## src/rtl/hub75_pkg.sv

```systemverilog
// Shared types and width helpers for the HUB75 BCM scheduler.
package hub75_pkg;

    typedef enum logic [2:0] {IDLE, REQ, SHIFT, DEAD, LATCH, SHOW} sched_state_t;

    function automatic int plane_width(input int planes);
        return (planes > 1) ? $clog2(planes) : 1;
    endfunction

    // Wide enough to hold the longest SHOW interval, BASE_TICKS << (planes-1).
    function automatic int timer_width(input int base_ticks, input int planes);
        return $clog2(base_ticks << (planes - 1)) + 1;
    endfunction

endpackage

```

## src/rtl/hub75_tick_timer.sv

```systemverilog
// Loadable down-counter; expire is high while the count sits at 1 (last tick of an interval).
module hub75_tick_timer #(
    parameter int WIDTH = 9
) (
    input  logic             clk,
    input  logic             rst_n,
    input  logic             load,
    input  logic [WIDTH-1:0] value,
    output logic             expire
);

    logic [WIDTH-1:0] count_q, count_d;

    always_comb begin
        count_d = count_q;
        if (load) begin
            count_d = value;
        end else if (count_q != '0) begin
            count_d = count_q - 1'b1;
        end
    end

    always_ff @(posedge clk or negedge rst_n) begin
        if (!rst_n) begin
            count_q <= '0;
        end else begin
            count_q <= count_d;
        end
    end

    assign expire = (count_q == WIDTH'(1));

endmodule

```

## src/rtl/hub75_bcm_scheduler.sv

```systemverilog
// BCM row/plane sequencer for a HUB75 panel: request row load, wait for shift,
// dead-time, latch, then unblank for BASE_TICKS << plane cycles.
module hub75_bcm_scheduler
    import hub75_pkg::*;
#(
    parameter int NUM_ROWS   = 32,
    parameter int ADDR_BITS  = 5,
    parameter int BIT_PLANES = 6,
    parameter int BASE_TICKS = 8,
    parameter int DEAD_TICKS = 2,
    localparam int PLANE_W   = plane_width(BIT_PLANES),
    localparam int TIMER_W   = timer_width(BASE_TICKS, BIT_PLANES)
) (
    input  logic                 clk,
    input  logic                 reset_n,
    input  logic                 enable,
    output logic                 m_req_valid,
    input  logic                 m_req_ready,
    output logic [ADDR_BITS-1:0] m_row,
    output logic [PLANE_W-1:0]   m_plane,
    input  logic                 shift_done,
    output logic                 blank,
    output logic                 latch_out,
    output logic [ADDR_BITS-1:0] addr_out,
    output logic                 frame_done,
    output logic                 busy
);

    sched_state_t         state_q, state_d;
    logic [ADDR_BITS-1:0] row_q, row_d, addr_q, addr_d;
    logic [PLANE_W-1:0]   plane_q, plane_d;
    logic                 req_valid_q, req_valid_d;
    logic                 blank_q, blank_d;
    logic                 latch_q, latch_d;
    logic                 frame_done_q, frame_done_d;
    logic                 busy_q, busy_d;
    logic                 frame_end;
    logic                 tmr_load;
    logic [TIMER_W-1:0]   tmr_value;
    logic                 tmr_expire;
    logic                 last_plane, last_row;

    assign last_plane = (plane_q == PLANE_W'(BIT_PLANES - 1));
    assign last_row   = (row_q == ADDR_BITS'(NUM_ROWS - 1));

    hub75_tick_timer #(
        .WIDTH (TIMER_W)
    ) u_timer (
        .clk    (clk),
        .rst_n  (reset_n),
        .load   (tmr_load),
        .value  (tmr_value),
        .expire (tmr_expire)
    );

    always_comb begin
        state_d   = state_q;
        row_d     = row_q;
        plane_d   = plane_q;
        frame_end = 1'b0;
        tmr_load  = 1'b0;
        tmr_value = '0;
        case (state_q)
            IDLE: begin
                if (enable) begin
                    state_d = REQ;
                    row_d   = '0;
                    plane_d = '0;
                end
            end
            REQ: begin
                if (req_valid_q && m_req_ready) state_d = SHIFT;
            end
            SHIFT: begin
                if (shift_done) begin
                    state_d   = DEAD;
                    tmr_load  = 1'b1;
                    tmr_value = TIMER_W'(DEAD_TICKS);
                end
            end
            DEAD: begin
                if (tmr_expire) state_d = LATCH;
            end
            LATCH: begin
                state_d   = SHOW;
                tmr_load  = 1'b1;
                tmr_value = TIMER_W'(BASE_TICKS) << plane_q;
            end
            SHOW: begin
                if (tmr_expire) begin
                    state_d = REQ;
                    if (!last_plane) begin
                        plane_d = plane_q + 1'b1;
                    end else begin
                        plane_d = '0;
                        if (!last_row) begin
                            row_d = row_q + 1'b1;
                        end else begin
                            // enable only matters here, so a frame always runs to completion
                            row_d     = '0;
                            frame_end = 1'b1;
                            if (!enable) state_d = IDLE;
                        end
                    end
                end
            end
            default: state_d = IDLE;
        endcase
    end

    // Outputs are registered from the next state so they line up with state_q.
    always_comb begin
        req_valid_d  = (state_d == REQ);
        blank_d      = (state_d != SHOW);
        latch_d      = (state_d == LATCH);
        busy_d       = (state_d != IDLE);
        frame_done_d = frame_end;
        addr_d       = (state_d == LATCH) ? row_q : addr_q;
    end

    always_ff @(posedge clk or negedge reset_n) begin
        if (!reset_n) begin
            state_q      <= IDLE;
            row_q        <= '0;
            plane_q      <= '0;
            addr_q       <= '0;
            req_valid_q  <= 1'b0;
            blank_q      <= 1'b1;
            latch_q      <= 1'b0;
            frame_done_q <= 1'b0;
            busy_q       <= 1'b0;
        end else begin
            state_q      <= state_d;
            row_q        <= row_d;
            plane_q      <= plane_d;
            addr_q       <= addr_d;
            req_valid_q  <= req_valid_d;
            blank_q      <= blank_d;
            latch_q      <= latch_d;
            frame_done_q <= frame_done_d;
            busy_q       <= busy_d;
        end
    end

    assign m_req_valid = req_valid_q;
    assign m_row       = row_q;
    assign m_plane     = plane_q;
    assign blank       = blank_q;
    assign latch_out   = latch_q;
    assign addr_out    = addr_q;
    assign frame_done  = frame_done_q;
    assign busy        = busy_q;

endmodule

```

## config.mk

```make
export PLATFORM = sky130hd
export DESIGN_NAME = hub75_bcm_scheduler
export DESIGN_NICKNAME = d
export VERILOG_FILES = /design/src/rtl/hub75_pkg.sv /design/src/rtl/hub75_tick_timer.sv /design/src/rtl/hub75_bcm_scheduler.sv
export SDC_FILE = /design/constraint.sdc
export NUM_CORES = 1
export LEC_CHECK = 0
export CAP_MARGIN = 10
export CORE_MARGIN = 5
export CORE_UTILIZATION = 30
export DETAILED_ROUTE_END_ITERATION = 16
export PLACE_DENSITY = 0.51
export SETUP_SLACK_MARGIN = 0.05
export SLEW_MARGIN = 30
export SYNTH_ARGS = -nofsm -noshare
export SYNTH_HDL_FRONTEND = slang
export SYNTH_SLANG_ARGS = --single-unit
```

## constraint.sdc

```tcl
create_clock -name clk -period 3.55 [get_ports clk]
set_input_delay 0.71 -clock clk [delete_from_list [all_inputs] [get_ports clk]]
set_output_delay 0.71 -clock clk [all_outputs]
set_load 0.1 [all_outputs]
```

# ---- Word level (Yosys, flattened, before mapping)
# Cells that the tools add are included.
dict set report totals {
  ff_bits 30
  latch_bits 0
  mem_bits_rw 0
  romBits 0
  inputBits 5
  out_inout_bits 18
  wordCells 64
  n_memories 0
}
dict set report classes {
  n_addsub 3
  n_mul 0
  div 0
  magnitude_cmp 0
  n_eq_ne 14
  shifts 1
  mux 28
  n_bitwise 0
  reduce_logical 8
}
# op count
set ops {}
lappend ops {{$mux 3} 8}
lappend ops {{$mux 5} 4}
lappend ops {{$mux 9} 2}
lappend ops {{$pmux 3 s6} 1}
lappend ops {{$pmux 9 s2} 1}
lappend ops {{$eq 3x3->1 const B} 4}
lappend ops {{$pmux 5 s2} 1}
lappend ops {{$eq 9x1->1 const B} 1}
lappend ops {{$reduce_bool 9->1} 1}
lappend ops {{$shl 4x3->9 const A} 1}
lappend ops {{$sub 9x1->9 const B} 1}
lappend ops {{$mux 1} 8}
lappend ops {{$eq 3x1->1 const B} 2}
lappend ops {{$eq 3x2->1 const B} 2}
lappend ops {{$ne 2x2->1 const B} 3}
lappend ops {{$pmux 3 s2} 1}
lappend ops {{$add 5x1->5 const B} 1}
lappend ops {{$eq 5x5->1 const B} 1}
lappend ops {{$reduce_and 4->1} 1}
lappend ops {{$reduce_bool 2->1} 2}
lappend ops {{$add 3x1->3 const B} 1}
lappend ops {{$logic_not 3->1} 1}
lappend ops {{$ne 3x3->1 const B} 1}
lappend ops {{$reduce_and 3->1} 1}
lappend ops {{4 further kinds} 4}

# ---- Longest topological paths before layout
dict set report depth {
  word_depth 6
  mapped_depth 7
  ltp_nobuf 7
}

# ---- By module
# From an unflattened synthesis, not the netlist that was laid out.
dict set report hier_totals {
  hier_cells 187
  area_unflattened_um2 1741.7
}
# module instances cells_each area_per_inst_um2
set by_module_without_submodules {}
lappend by_module_without_submodules {hub75_bcm_scheduler 1 120 1147.4}
lappend by_module_without_submodules {hub75_tick_timer 1 67 594.3}

# ---- Least setup slack after synthesis
# No wires, ideal clock.
dict set report synth_timing {
  path_type {reg-to-reg}
  start {register row_q[0] (netlist: m_row[0])}
  end {register busy_q (netlist: busy)}
  setup_ns 0.122
  t_arrival_ns 2.277
  setup_slack_ns 1.151
  stages_incl_launch_ff 8
  path_buffers 0
  synth_period_minus_slack_ns 2.399
  cell_sequence {dfrtp_1 -> ha_1 -> and3_1 -> ha_1 -> nand4b_1 -> o2111ai_1 -> o211ai_1 -> nand2b_1}
}
dict set report synth_via {
  elab_chain_len 6
}
# item line
set synth_rtl {}
lappend synth_rtl {{start: declaration} hub75_bcm_scheduler.sv:30} ;# logic [ADDR_BITS-1:0] row_q, row_d, addr_q, addr_d;
lappend synth_rtl {{start signal: assignment} hub75_bcm_scheduler.sv:134} ;# row_q <= row_d;
lappend synth_rtl {{$eq 5x5->1} hub75_bcm_scheduler.sv:44} ;# assign last_row = (row_q == ADDR_BITS'(NUM_ROWS - 1));
lappend synth_rtl {{$mux 1} hub75_bcm_scheduler.sv:96} ;# if (!last_row) begin
lappend synth_rtl {{$mux 1} hub75_bcm_scheduler.sv:92} ;# if (!last_plane) begin
lappend synth_rtl {{$mux 3} hub75_bcm_scheduler.sv:90} ;# if (tmr_expire) begin
lappend synth_rtl {{$pmux 3 s6} hub75_bcm_scheduler.sv:63} ;# case (state_q)
lappend synth_rtl {{net state_d[0]} hub75_bcm_scheduler.sv:29} ;# sched_state_t state_q, state_d;
lappend synth_rtl {{$reduce_bool 3->1} hub75_bcm_scheduler.sv:116} ;# busy_d = (state_d != IDLE);
lappend synth_rtl {{net busy_d} hub75_bcm_scheduler.sv:36} ;# logic busy_q, busy_d;
lappend synth_rtl {{end signal: assignment} hub75_bcm_scheduler.sv:141} ;# busy_q <= busy_d;
lappend synth_rtl {{end: declaration} hub75_bcm_scheduler.sv:36}
# The timed path passes the listed nets, and every way through them passes these cells.
# A chain may end at the register's enable or synchronous reset.

# ---- Final worst setup path
dict set report layout_timing {
  start {register row_q[1] (netlist: m_row[1])}
  end {output port m_row[1]}
}
# item line
set layout_rtl {}
lappend layout_rtl {{end: declaration} hub75_bcm_scheduler.sv:19} ;# output logic [ADDR_BITS-1:0] m_row,
# No word-level cell between the ends.

==> flow_summary.ini <==
[run]
maxCapViolations = 0

[sta]
drv_slew = 0
rsz0062_at_grt = no
hold_viol = 0
tightest_slew_ns = 0.973
finalCriticalPeriod_ns = 2.62
timing.final.crit_share = 0.739
maxSlewHeadroom = 0.349
fin_skew_ns = 0.00427
setup_viol = 0
holdWs_ns = 0.506
max_freq_mhz = 381
setup_tns_ns = 0

[layout]
layout_common_cells = dfrtp_1 (29), nand3_1 (16), clkdlybuf4s50_1 (16)
layout.nets = 211
insertedDiodeCount = 0
area_growth_syn_to_layout_pct = 21.6
layout-drive-gt1-share = 0.144
layout_commonest_cell = dfrtp_1

[route]
first_pass_iters = 4
route.antenna.remaining_nets = 0
via_per_inst = 5.01
drcViolationCount = 0
drt_iter0_markers = 87
route.vias.total = 1368
routed_wl_um = 3770
post_drt_wl_per_cell_um = 13.8

[logic_synthesis]
synth.avg_cell_area_sq_um = 9.72
synth-seq-cells = 30
synth_area_sq_um = 1710
synth_cell_types = 49
ys_seq_area_frac = 0.440
synth-async-reset-ratio = 1.00
synth_cells = 176
synth_nets = 187
synth_edf_count = 0
synth_area_leaders = dfrtp_1 (42%), nand3_1 (4.7%), ha_1 (4.4%), mux2_2 (4.0%), nand2_1 (2.9%)
synth_area_leader_cell = dfrtp_1
dominantRegCellSynth = dfrtp_1
synth_top_area_frac = 0.424
yosys_warnings = 0

[hold_path]
hold_class = reg -> reg
hold_depth = 1

[global_route]
grt_pass1_wl_um = 6500
grt_overflow = 0
gr-max-usage-layer = met2
grt_use_met1 = 0.156
gr-usage-met3 = 0.0375
use_met2 = 0.160
grt_pass1_vias = 1318
antenna_found_initial = 0
grt_usage = 0.113
grt_max_degree = 31

[worst_setup_path]
slowest_stage = clkdlybuf4s50_1
cp_max_fo = 7
worstSetupEndpointType = output pin
reg2regPathDepth = 3
path_cells = clkdlybuf4s50_1
cp.buffers_inverters = 1
cp-start-kind = flop
cp.required_ns = 2.84
arrival_ns = 1.91
critPathTopFamily = buffers and inverters
cp.depth = 1
slowest_delay_ns = 1.18
path_class = reg -> out

[floorplanning]
die_area_sq_um = 7310
ios = 23
coreArea_sq_um = 5540
die_w_um = 85.5
start_util = 0.309
die_y_um = 85.5
fp-row-count = 27

[clock_tree]
cts_tree = yes
postCtsHoldBufs = 0
cts.path.max_buffers = 2
clock_latency_ns = 0.29
clock-sinks = 30
cts_root_buffer = clkbuf_8
path_clk_slew_ns = 0.06
cts_max_level = 2
cts_buffers = 5
cts_setup_buffers = 0
ctsResizeCount = 0

[placed_design]
hpwl_um = 2720
numPortBuffers = 22
gp_congestion = 0.750

[status]
outcome = completed

[power_and_ir_drop]
ir_drop_uv = 364
cellLeakagePower_nw = 0.894
p_total_mw = 1.78
powerDensity_nw_per_um2 = 856
cells in the mapped netlist, drive strengths merged (3+ instances only):
cell type / number
o211ai: 4
nand3b: 5
buf: 3
nor2: 13
nor2b: 4
and2: 3
dfrtp: 29
o21ai: 7
and3: 4
clkbuf: 4
nand2: 13
nand4: 7
nand2b: 3
ha: 6
inv: 7
a21oi: 8
nor3: 3
mux2: 6
nand3: 16
cell families (layout without fill, tap and decap cells):
logic type,Yosys count,count (layout),synth area share
AOI/OAI and AO/OA,31,31,0.123
DFF,30,30,0.440
muxes,6,6,0.0395
xor gates and xnor gates,3,3,0.0154
adders and majority gates,6,6,0.0439
buffers and inverters,14,39,0.0344
and+or+nand+nor,86,86,0.304
metal layers:
metal	wire, um	part of all wire
met3	178	0.047
met1	1850	0.49
met4	73	0.019
met5	0	0
met2	1660	0.44
metrics by stage:
| step | worst slack (ns) | instances | util | cell area (sq um) |
|---|---|---|---|---|
| 2_1_floorplan | 1.15 | 176 | - | 1710 |
| 3_3_place_gp | 1.02 | 265 | 0.359 | 1990 |
| 3_5_place_dp | 1.01 | 265 | 0.359 | 1990 |
| 4_1_cts | 0.915 | 273 | 0.375 | 2080 |
| 5_1_grt | 0.861 | 273 | 0.375 | 2080 |
| 6_report | 0.927 | 273 | 0.375 | 2080 |
flip-flops by register name (all words and copies together) (netlist names), 3 cells and up:
| register | count |
|---|---|
| u_timer.count_q | 9 |
| addr_out | 5 |
| m_row | 5 |
| m_plane | 3 |
| state_q | 3 |
final timing paths:
check	start	endpoint	slack (ns)
hold reg to reg	addr_out[3]$_DFFE_PN0N_	addr_out[3]$_DFFE_PN0N_	0.51
setup / recovery	m_row[1]$_DFFE_PN0P_	m_row[1]	0.93
setup reg to reg	u_timer.count_q[5]$_DFFE_PN0P_	addr_out[0]$_DFFE_PN0N_	1.53
min in group asynchronous	reset_n	u_timer.count_q[2]$_DFFE_PN0P_	0.82
hold / removal	addr_out[3]$_DFFE_PN0N_	addr_out[3]$_DFFE_PN0N_	0.51
max in group asynchronous	reset_n	blank$_DFF_PN1_	2.41
power by group:
group | switching, mW | internal (mW) | total, mW
Clock | 0.130 | 0.156 | 0.286
Combinational | 0.619 | 0.283 | 0.902
Sequential | 0.142 | 0.450 | 0.592
layout make-up:
class	count	area, sq um
multi-input cells	132	900
inverters	7	26.3
clock inverters	1	5.00
repair buffers	24	220
well taps	72	90.1
flip-flops and latches	30	752
clock buffers	7	86.3
fillers	580	3460
Note: power is estimated with default switching activity, not from simulation.
